`src/rtl/memory_arbiter.sv`:
```
// Purpose : share one memory port between the core and the Interpreter (ctrl), one transaction at a time.
// Latency : request seen in cycle t -> mem strobe in t+1; mem_response in t+1+k -> response pulse in t+2+k.
// Backpr. : level requests wait in IDLE until granted; a locked-out core pends with no response.
//
// Ports:
//   clk, reset            - system clock, asynchronous active-high reset
//   core_* / ctrl_*       - requester ports: read/write level requests, address, write data,
//                           registered read data and a one-cycle response pulse
//   ctrl_lock             - while high only ctrl may be granted
//   mem_*                 - single memory port: strobes, address, write data, read data, response
//   grant_core/grant_ctrl - ownership flags, high in BUSY and RESP
//   timeout_error         - sticky watchdog flag, cleared by clear_error (a new timeout wins)
module memory_arbiter #(
    parameter int BUS_WIDTH      = 32,
    parameter bit ROUND_ROBIN    = 1'b1,
    parameter int TIMEOUT_BITS   = 8,
    parameter int TIMEOUT_CYCLES = 255
) (
    input  logic                 clk,
    input  logic                 reset,

    input  logic                 core_read,
    input  logic                 core_write,
    input  logic [BUS_WIDTH-1:0] core_address,
    input  logic [BUS_WIDTH-1:0] core_write_data,
    output logic [BUS_WIDTH-1:0] core_read_data,
    output logic                 core_response,

    input  logic                 ctrl_read,
    input  logic                 ctrl_write,
    input  logic [BUS_WIDTH-1:0] ctrl_address,
    input  logic [BUS_WIDTH-1:0] ctrl_write_data,
    output logic [BUS_WIDTH-1:0] ctrl_read_data,
    output logic                 ctrl_response,

    input  logic                 ctrl_lock,

    output logic                 mem_read,
    output logic                 mem_write,
    output logic [BUS_WIDTH-1:0] mem_address,
    output logic [BUS_WIDTH-1:0] mem_write_data,
    input  logic [BUS_WIDTH-1:0] mem_read_data,
    input  logic                 mem_response,

    output logic                 grant_core,
    output logic                 grant_ctrl,
    output logic                 timeout_error,
    input  logic                 clear_error
);

    typedef enum logic [1:0] {
        IDLE = 2'd0,
        BUSY = 2'd1,
        RESP = 2'd2
    } state_t;

    // Watchdog compare value; only meaningful when the watchdog is enabled.
    localparam bit TIMEOUT_EN  = (TIMEOUT_CYCLES != 0);
    localparam int TO_LAST_INT = TIMEOUT_EN ? (TIMEOUT_CYCLES - 1) : 0;
    localparam logic [TIMEOUT_BITS-1:0] TO_LAST = TO_LAST_INT[TIMEOUT_BITS-1:0];

    state_t                  state_q;
    state_t                  state_d;

    // last_grant_q doubles as the owner of the transaction in flight:
    // it is written only at the granting edge, so during BUSY/RESP it
    // always names the current winner. 1 = ctrl, 0 = core.
    logic                    last_grant_q;
    logic                    op_write_q;
    logic [BUS_WIDTH-1:0]    addr_q;
    logic [BUS_WIDTH-1:0]    wdata_q;
    logic [TIMEOUT_BITS-1:0] count_q;
    logic [BUS_WIDTH-1:0]    core_rdata_q;
    logic [BUS_WIDTH-1:0]    ctrl_rdata_q;
    logic                    timeout_q;

    logic                    core_req;
    logic                    ctrl_req;
    logic                    pick_ctrl;
    logic                    start;
    logic                    done_ok;
    logic                    done_to;

    // A locked-out core is simply invisible to the arbiter.
    assign core_req = (core_read | core_write) & ~ctrl_lock;
    assign ctrl_req = ctrl_read | ctrl_write;

    // On contention round-robin takes the side opposite the previous
    // winner; fixed priority always hands it to ctrl.
    always_comb begin
        pick_ctrl = ctrl_req;
        if (ctrl_req && core_req) begin
            pick_ctrl = ROUND_ROBIN ? ~last_grant_q : 1'b1;
        end
    end

    // Next-state and output decode. All outputs come from registered
    // state, so an asynchronous reset drops the strobes immediately.
    always_comb begin
        state_d        = state_q;
        start          = 1'b0;
        done_ok        = 1'b0;
        done_to        = 1'b0;
        mem_read       = 1'b0;
        mem_write      = 1'b0;
        mem_address    = '0;
        mem_write_data = '0;
        grant_core     = 1'b0;
        grant_ctrl     = 1'b0;
        core_response  = 1'b0;
        ctrl_response  = 1'b0;

        case (state_q)
            IDLE: begin
                if (core_req || ctrl_req) begin
                    start   = 1'b1;
                    state_d = BUSY;
                end
            end

            BUSY: begin
                mem_read       = ~op_write_q;
                mem_write      = op_write_q;
                mem_address    = addr_q;
                mem_write_data = wdata_q;
                grant_core     = ~last_grant_q;
                grant_ctrl     = last_grant_q;
                if (mem_response) begin
                    done_ok = 1'b1;
                    state_d = RESP;
                end else if (TIMEOUT_EN && (count_q == TO_LAST)) begin
                    done_to = 1'b1;
                    state_d = RESP;
                end
            end

            RESP: begin
                grant_core    = ~last_grant_q;
                grant_ctrl    = last_grant_q;
                core_response = ~last_grant_q;
                ctrl_response = last_grant_q;
                state_d       = IDLE;
            end

            default: begin
                state_d = IDLE;
            end
        endcase
    end

    always_ff @(posedge clk or posedge reset) begin
        if (reset) begin
            state_q <= IDLE;
        end else begin
            state_q <= state_d;
        end
    end

    // Transaction latch and watchdog counter.
    always_ff @(posedge clk or posedge reset) begin
        if (reset) begin
            last_grant_q <= 1'b0;
            op_write_q   <= 1'b0;
            addr_q       <= '0;
            wdata_q      <= '0;
            count_q      <= '0;
        end else if (start) begin
            last_grant_q <= pick_ctrl;
            // read+write together is treated as a write
            op_write_q   <= pick_ctrl ? ctrl_write      : core_write;
            addr_q       <= pick_ctrl ? ctrl_address    : core_address;
            wdata_q      <= pick_ctrl ? ctrl_write_data : core_write_data;
            count_q      <= '0;
        end else if ((state_q == BUSY) && !done_ok && !done_to && (count_q != '1)) begin
            count_q <= count_q + 1'b1;
        end
    end

    // Read data registers: only a completed read touches them. A timed-out
    // read returns all-ones so software can spot it.
    always_ff @(posedge clk or posedge reset) begin
        if (reset) begin
            core_rdata_q <= '0;
            ctrl_rdata_q <= '0;
        end else if ((done_ok || done_to) && !op_write_q) begin
            if (last_grant_q) begin
                ctrl_rdata_q <= done_ok ? mem_read_data : '1;
            end else begin
                core_rdata_q <= done_ok ? mem_read_data : '1;
            end
        end
    end

    // Sticky error flag; a fresh expiry beats a clear in the same cycle.
    always_ff @(posedge clk or posedge reset) begin
        if (reset) begin
            timeout_q <= 1'b0;
        end else if (done_to) begin
            timeout_q <= 1'b1;
        end else if (clear_error) begin
            timeout_q <= 1'b0;
        end
    end

    assign core_read_data = core_rdata_q;
    assign ctrl_read_data = ctrl_rdata_q;
    assign timeout_error  = timeout_q;

endmodule

```
`config.mk`:
```
export PLATFORM = sky130hd
export DESIGN_NAME = memory_arbiter
export DESIGN_NICKNAME = d
export VERILOG_FILES = /design/src/rtl/memory_arbiter.sv
export SDC_FILE = /design/constraint.sdc
export NUM_CORES = 1
export LEC_CHECK = 0
export BUFFER_PORTS_ARGS = -buffer_cell sky130_fd_sc_hd__buf_2
export CORE_MARGIN = 2
export CORE_UTILIZATION = 40
export DETAILED_ROUTE_END_ITERATION = 8
export PLACE_DENSITY = 0.7
export SLEW_MARGIN = 20
export SYNTH_ARGS = -nofsm -noshare
export SYNTH_HDL_FRONTEND = slang
export SYNTH_SLANG_ARGS = --single-unit
```
`constraint.sdc`:
```
create_clock -name clk -period 5.4 [get_ports clk]
set_clock_uncertainty 0.2 [all_clocks]
set_input_delay 0 -clock clk [delete_from_list [all_inputs] [get_ports clk]]
set_output_delay 0 -clock clk [all_outputs]
set_load 0.03 [all_outputs]
```
==> flow_summary.toml, run 1 <==
[synthesis]
async_flop_share = 1.000
yosysSeqAreaShare = 0.5423
syn_nets = 758
synth_seq_cells = 141
avgSynthCellArea_um2 = 11.18
ys_types = 41
synthCells = 582
synth_edf_count = 0
synth_warnings = 0
syn_area_um2 = 6506
ys_dominant_reg_cell = "dfrtp_1"

[clock_tree]
clock_latency_ps = 410
cts_sinks = 141
cts_buffer_depth = 2
cts_inserted_buffers = 17
h-tree-depth = 4
cts_tree = "built"
clk_pin_slew_ps = 60
cts_root_buf = "clkbuf_16"
postCtsSetupBuffers = 0

[sta]
slew_headroom = 0.3527
final-hold-violation-count = 0
setup_violations = 0
rsz0062_at_grt = "false"
tightestPinTransition_ps = 971.0
setup_slack_ps = 2065
post-route-period-util = 0.6176
tns_ps = 0
finalMaxSlewViolations = 0
fmax_mhz = 299.9
fin_crit_ps = 3335

[placement]
hpwl_mm = 12.73
pre_cts_slack_ps = 2665
routabilityCongestion = 0.7842
placed_area_um2 = 8155
io_buffers = 303
dp_cells = 1069

[worst_hold_path]
hold_depth = 5
whs_endpoint = "last_grant_q"
min_from = "ctrl_read"
worstHoldPathType = "input pin to flop"

[detailed_routing]
vias_per_cell = 5.023
antenna_left = 0
wl_per_cell_um = 16.72
vias = 6369
drc = 0
drtPass1Iterations = 5
wl_mm = 21.20
drtIter0Drc = 430

[global_route]
met1_usage = 0.2789
met2_usage = 0.4279
grt_pass1_vias = 6574
antenna_found_initial = 1
grt_usage = 0.2446
grt_use_met3 = 0.05363
top_usage_layer = "met2"
grt_max_degree = 99
grt_pass1_wl_mm = 33.84
overflow = 0

[cells_and_area]
fin_cells = 1268
drive_above_1_share = 0.3378
final_cell_area_um2 = 10420
multi_input_area_um2 = 2710
fillers = 1199
syn_to_final_growth_pct = 60.17
seq_area_um2 = 3528
nets = 1216
mostFrequentLayoutCell = "buf_2"
layout_common_cells = "303 x buf_2, 168 x dlygate4sd3_1, 141 x dfrtp_1"

[power_and_ir_drop]
vdd_ir_drop_max_v = 0.0003251
total_power_mw = 6.079
powerDensity_nw_per_um2 = 583.3
power.leakage_nw = 5.086

[critical_path]
critical_path_class = "flop to flop"
r2r-end = "addr_q[23]"
crit_path_max_fanout = 56
r2r_setup_slack_ps = 2070
crit_arrival_ps = 3390
reg2reg_depth = 6
cp-start-kind = "flop"
r2r_start = "last_grant_q"
endpoint_kind = "flop"
crit_required_ps = 5460

[status]
outcome = "completed"

[die]
die_x_um = 131.5
rows = 46
die-area_um2 = 17300
start_util = 0.4096
io_pins = 304
core_um2 = 15890
die_h_um = 131.5

[job]
maxCapViolCount = 0
==> metrics by stage <==
step / utilization / hold WS (ps)
after floorplan: - / -91.30
after global placement: 0.5117 / 34.47
after detailed placement: 0.5134 / 51.31
after CTS: 0.6559 / 4.969
after global routing: 0.6560 / 52.75
final: 0.6560 / 23.23
==> sequential cells by signal (all words and copies together) (netlist names) <==
signal and count:
ctrl_read_data 32, timeout_error 1, op_write_q 1, wdata_q 32, core_read_data 32, addr_q 32
last_grant_q 1, count_q 8, state_q 2
==> worst max-delay path, stage by stage, from the launching register on <==
cell           delay, ps
dfrtp_1              480
nor2b_1              230
a21oi_4              400
buf_4                830
mux2i_1              330
dlygate4sd3_1        590
a21oi_1               70
==> cell type report <==
cell class | count | area share
Timing Repair Buffer | 482 | 0.3167
Clock buffer | 20 | 0.04478
Sequential cell | 141 | 0.3386
Inverter | 6 | 0.002641
Antenna cell | 1 | 0.0002401
Tap cell | 216 | 0.02593
Multi-Input combinational cell | 392 | 0.2601
Clock inverter | 10 | 0.01105
==> power breakdown <==
part           switching (mW)  internal, mW
clock                   0.439         0.712
combinational            1.99          1.11
sequential              0.262          1.56
total                    2.70          3.38
==> synth_stat cells (5+ instances only) <==
cell type	n	area (um^2)
a21oi_1	65	325.3
and2_1	67	419.2
buf_2	6	30.03
buf_8	5	75.07
clkbuf_1	21	78.83
dfrtp_1	141	3528
ha_1	7	87.58
inv_1	6	22.52
mux2i_1	66	660.6
nand2_1	7	26.28
nor2_1	71	266.5
nor2b_1	5	31.28
o22a_1	64	560.5
==> per-layer routing <==
| layer | part of all wire | wire [um] | vias to the layer above |
|---|---|---|---|
| li1 | - | - | 2975 |
| met1 | 0.39 | 8283 | 3100 |
| met2 | 0.52 | 11080 | 226 |
| met3 | 0.045 | 960 | 68 |
| met4 | 0.041 | 876 | 0 |
| met5 | 0 | 0 | - |
==> how the worst max path moves through the flow <==
| stage | startpoint | to | slack, ps | cells after the start |
|---|---|---|---|---|
| CTS | last_grant_q | addr_q[16] | 2150 | 6 |
| detailed placement | last_grant_q | addr_q[16] | 2670 | 5 |
| floorplan | reset | addr_q[0] | 1420 | 1 |
| global placement | state_q[1] | core_read_data[18] | 2690 | 6 |
| global route | last_grant_q | addr_q[20] | 1890 | 6 |
| finish | last_grant_q | addr_q[23] | 2070 | 6 |
==> what timing repair did <==
action,in CTS,in global routing
hold buffers,168,0
hold endpoints to repair,232,0
gates resized for setup,0,0
==> kinds of logic (layout without fill, tap and decap cells) <==
logic type                 count (synthesis)  after routing  share of synthesized area
AOI/OAI and AO/OA                        147            147                     0.1590
buffers and inverters                     49            518                    0.04442
xor gates and xnor gates                   1              1                   0.001346
other                                      0              1                          0
adders and majority gates                  7              7                    0.01346
and+or+nand+nor                          169            169                     0.1344
DFF                                      141            141                     0.5423
muxes                                     68             68                     0.1050
(Power assumes the default switching activity.)
==> run 2: changes to the inputs <==
==> constraint.sdc (replaced) <==
create_clock -name clk -period 3.22 [get_ports clk]
set_clock_uncertainty 0.2 [all_clocks]
set_input_delay 0 -clock clk [delete_from_list [all_inputs] [get_ports clk]]
set_output_delay 0 -clock clk [all_outputs]
set_load 0.03 [all_outputs]
==> flow_summary.toml, run 2 (synthesis results as in run 1) <==
[power_and_ir_drop]
powerDensity_nw_per_um2 = 982.8
p_seq_frac = 0.299
p_int_mw = 5.685
net-switching-power_mw = 4.559
power.leakage_nw = 5.063
total_power_mw = 10.24
p_comb_frac = 0.512
switching_share = 0.4451
p_clk_frac = 0.189
vdd_ir_drop_max_v = 0.0004963

[critical_path]
cp_slowest_stage_delay_ps = 590
critical_path_class = "flop to flop"
startpoint = "last_grant_q"
crit_path_max_fanout = 65
endpoint_kind = "flop"
crit_required_ps = 3290
r2r-end = "wdata_q[29]"
slowest_stage = "dlygate4sd3_1"
crit_arrival_ps = 2710
r2r_setup_slack_ps = 580
cp-start-kind = "flop"
r2r_start = "last_grant_q"
crit_chain = "nor2b_1 > a21oi_4 > buf_12 > mux2i_1 > dlygate4sd3_1 > a21oi_1"
reg2reg_depth = 6

[worst_hold_path]
hold_depth = 5
worstHoldPathType = "input pin to flop"
min_from = "ctrl_read"
whs_endpoint = "last_grant_q"

[placement]
dp_cells = 1067
hpwl_mm = 12.46
routabilityCongestion = 0.7997
io_buffers = 303

[clock_tree]
cts_sinks = 141
ctsResizeCount = 0
h-tree-depth = 4
cts_root_buf = "clkbuf_16"
clk_pin_slew_ps = 60
cts_tree = "built"
cts_buffer_depth = 2
cts_inserted_buffers = 17
clock_latency_ps = 410

[sta]
setup_violations = 0
tns_ps = 0
worst_hold_slack_ps = 16.95
tightestPinTransition_ps = 736.3
post-route-period-util = 0.8201
final-hold-violation-count = 0
rsz0062_at_grt = "false"
slew_headroom = 0.5091
fmax_mhz = 378.7
fin_crit_ps = 2641
finalMaxSlewViolations = 0

[global_route]
overflow = 0
grt_usage = 0.2370
grt_max_degree = 142
grt_pass1_vias = 6470
antenna_found_initial = 0
grt_pass1_wl_mm = 32.84

[detailed_routing]
antenna_left = 0
drc = 0
wl_per_cell_um = 16.26
drtIter0Drc = 294
wl_mm = 20.59
vias_per_cell = 4.919
drtPass1Iterations = 5
vias = 6228

[die]
die-area_um2 = 17300
die_h_um = 131.5
die_x_um = 131.5
io_pins = 304
rows = 46
start_util = 0.4096
core_um2 = 15890

[cells_and_area]
syn_to_final_growth_pct = 60.21
seq_area_um2 = 3528
n_antenna_cell = 0
drive_above_1_share = 0.3362
fin_cells = 1266
fin_util = 0.6562
multi_input_area_um2 = 2710
mostFrequentLayoutCell = "buf_2"
fillers = 1187
nets = 1213
layout_common_cells = "303 x buf_2, 167 x dlygate4sd3_1, 141 x dfrtp_1"

[job]
maxCapViolCount = 0

[status]
outcome = "completed"
==> run 2: cell count changes in the layout (fill, tap and decap cells not counted), moves of 2 or more <==
cell	change
clkbuf_1	+2
buf_4	-4
buf_12	+3
clkinvlp_4	+4
clkinv_2	-4
==> run 2: worst max path at each step <==
stage / endpoint / slack [ps] / cells after the start
after global placement: core_read_data[24] / 910 / 6
after CTS: addr_q[5] / 620 / 6
after floorplan: core_read_data[0] / 900 / 6
final: wdata_q[29] / 580 / 6
after global routing: wdata_q[29] / 460 / 6
after detailed placement: core_read_data[8] / 820 / 6
==> run 2: per-stage QoR <==
stage	worst slack, ps	cell area [um^2]
floorplan	898.9	6510
global placement	910.7	8157
detailed placement	816.6	8157
CTS	624.5	10420
global route	461.6	10420
finish	579.1	10420
==> run 2: area by class of cell <==
class,count,share of cell area
inverters,6,0.002521
clock buffers,21,0.04417
flip-flops and latches,141,0.3385
well taps,216,0.02593
clock inverters,11,0.01296
repair buffers,479,0.3159
multi-input cells,392,0.2600
==> run 2: repair_timing <==
action | 4_1_cts | 5_1_grt
endpoints found under the hold margin | 275 | 0
buffers inserted | 0 | 0
hold buffers | 167 | 0
==> run 2: worst max-delay path, delay by kind of cell, from the launching register on <==
kind            cells  cell delay, ps
simple gates        1             230
flops               1             490
compound gates      2             250
buf+inv             2             970
mux                 1             300
==> run 2: power by group through the flow <==
stage	registers, mW	clock network, mW	logic [mW]
6_report	3.07	1.93	5.24
5_1_grt	3.17	2.07	5.58
4_1_cts	3.05	1.99	5.21
3_5_place_dp	3.07	0	4.91
3_3_place_gp	3.04	0	4.84
2_1_floorplan	3.81	0	2.75
==> run 2: per-layer routing <==
metal  share of wire  GRT usage  vias to the layer above
met2            0.52     0.4151                      220
met3           0.043    0.05247                       67
li1                -          -                     2971
met5               0          0                        -
met4           0.048     0.1304                        0
met1            0.39     0.2678                     2970
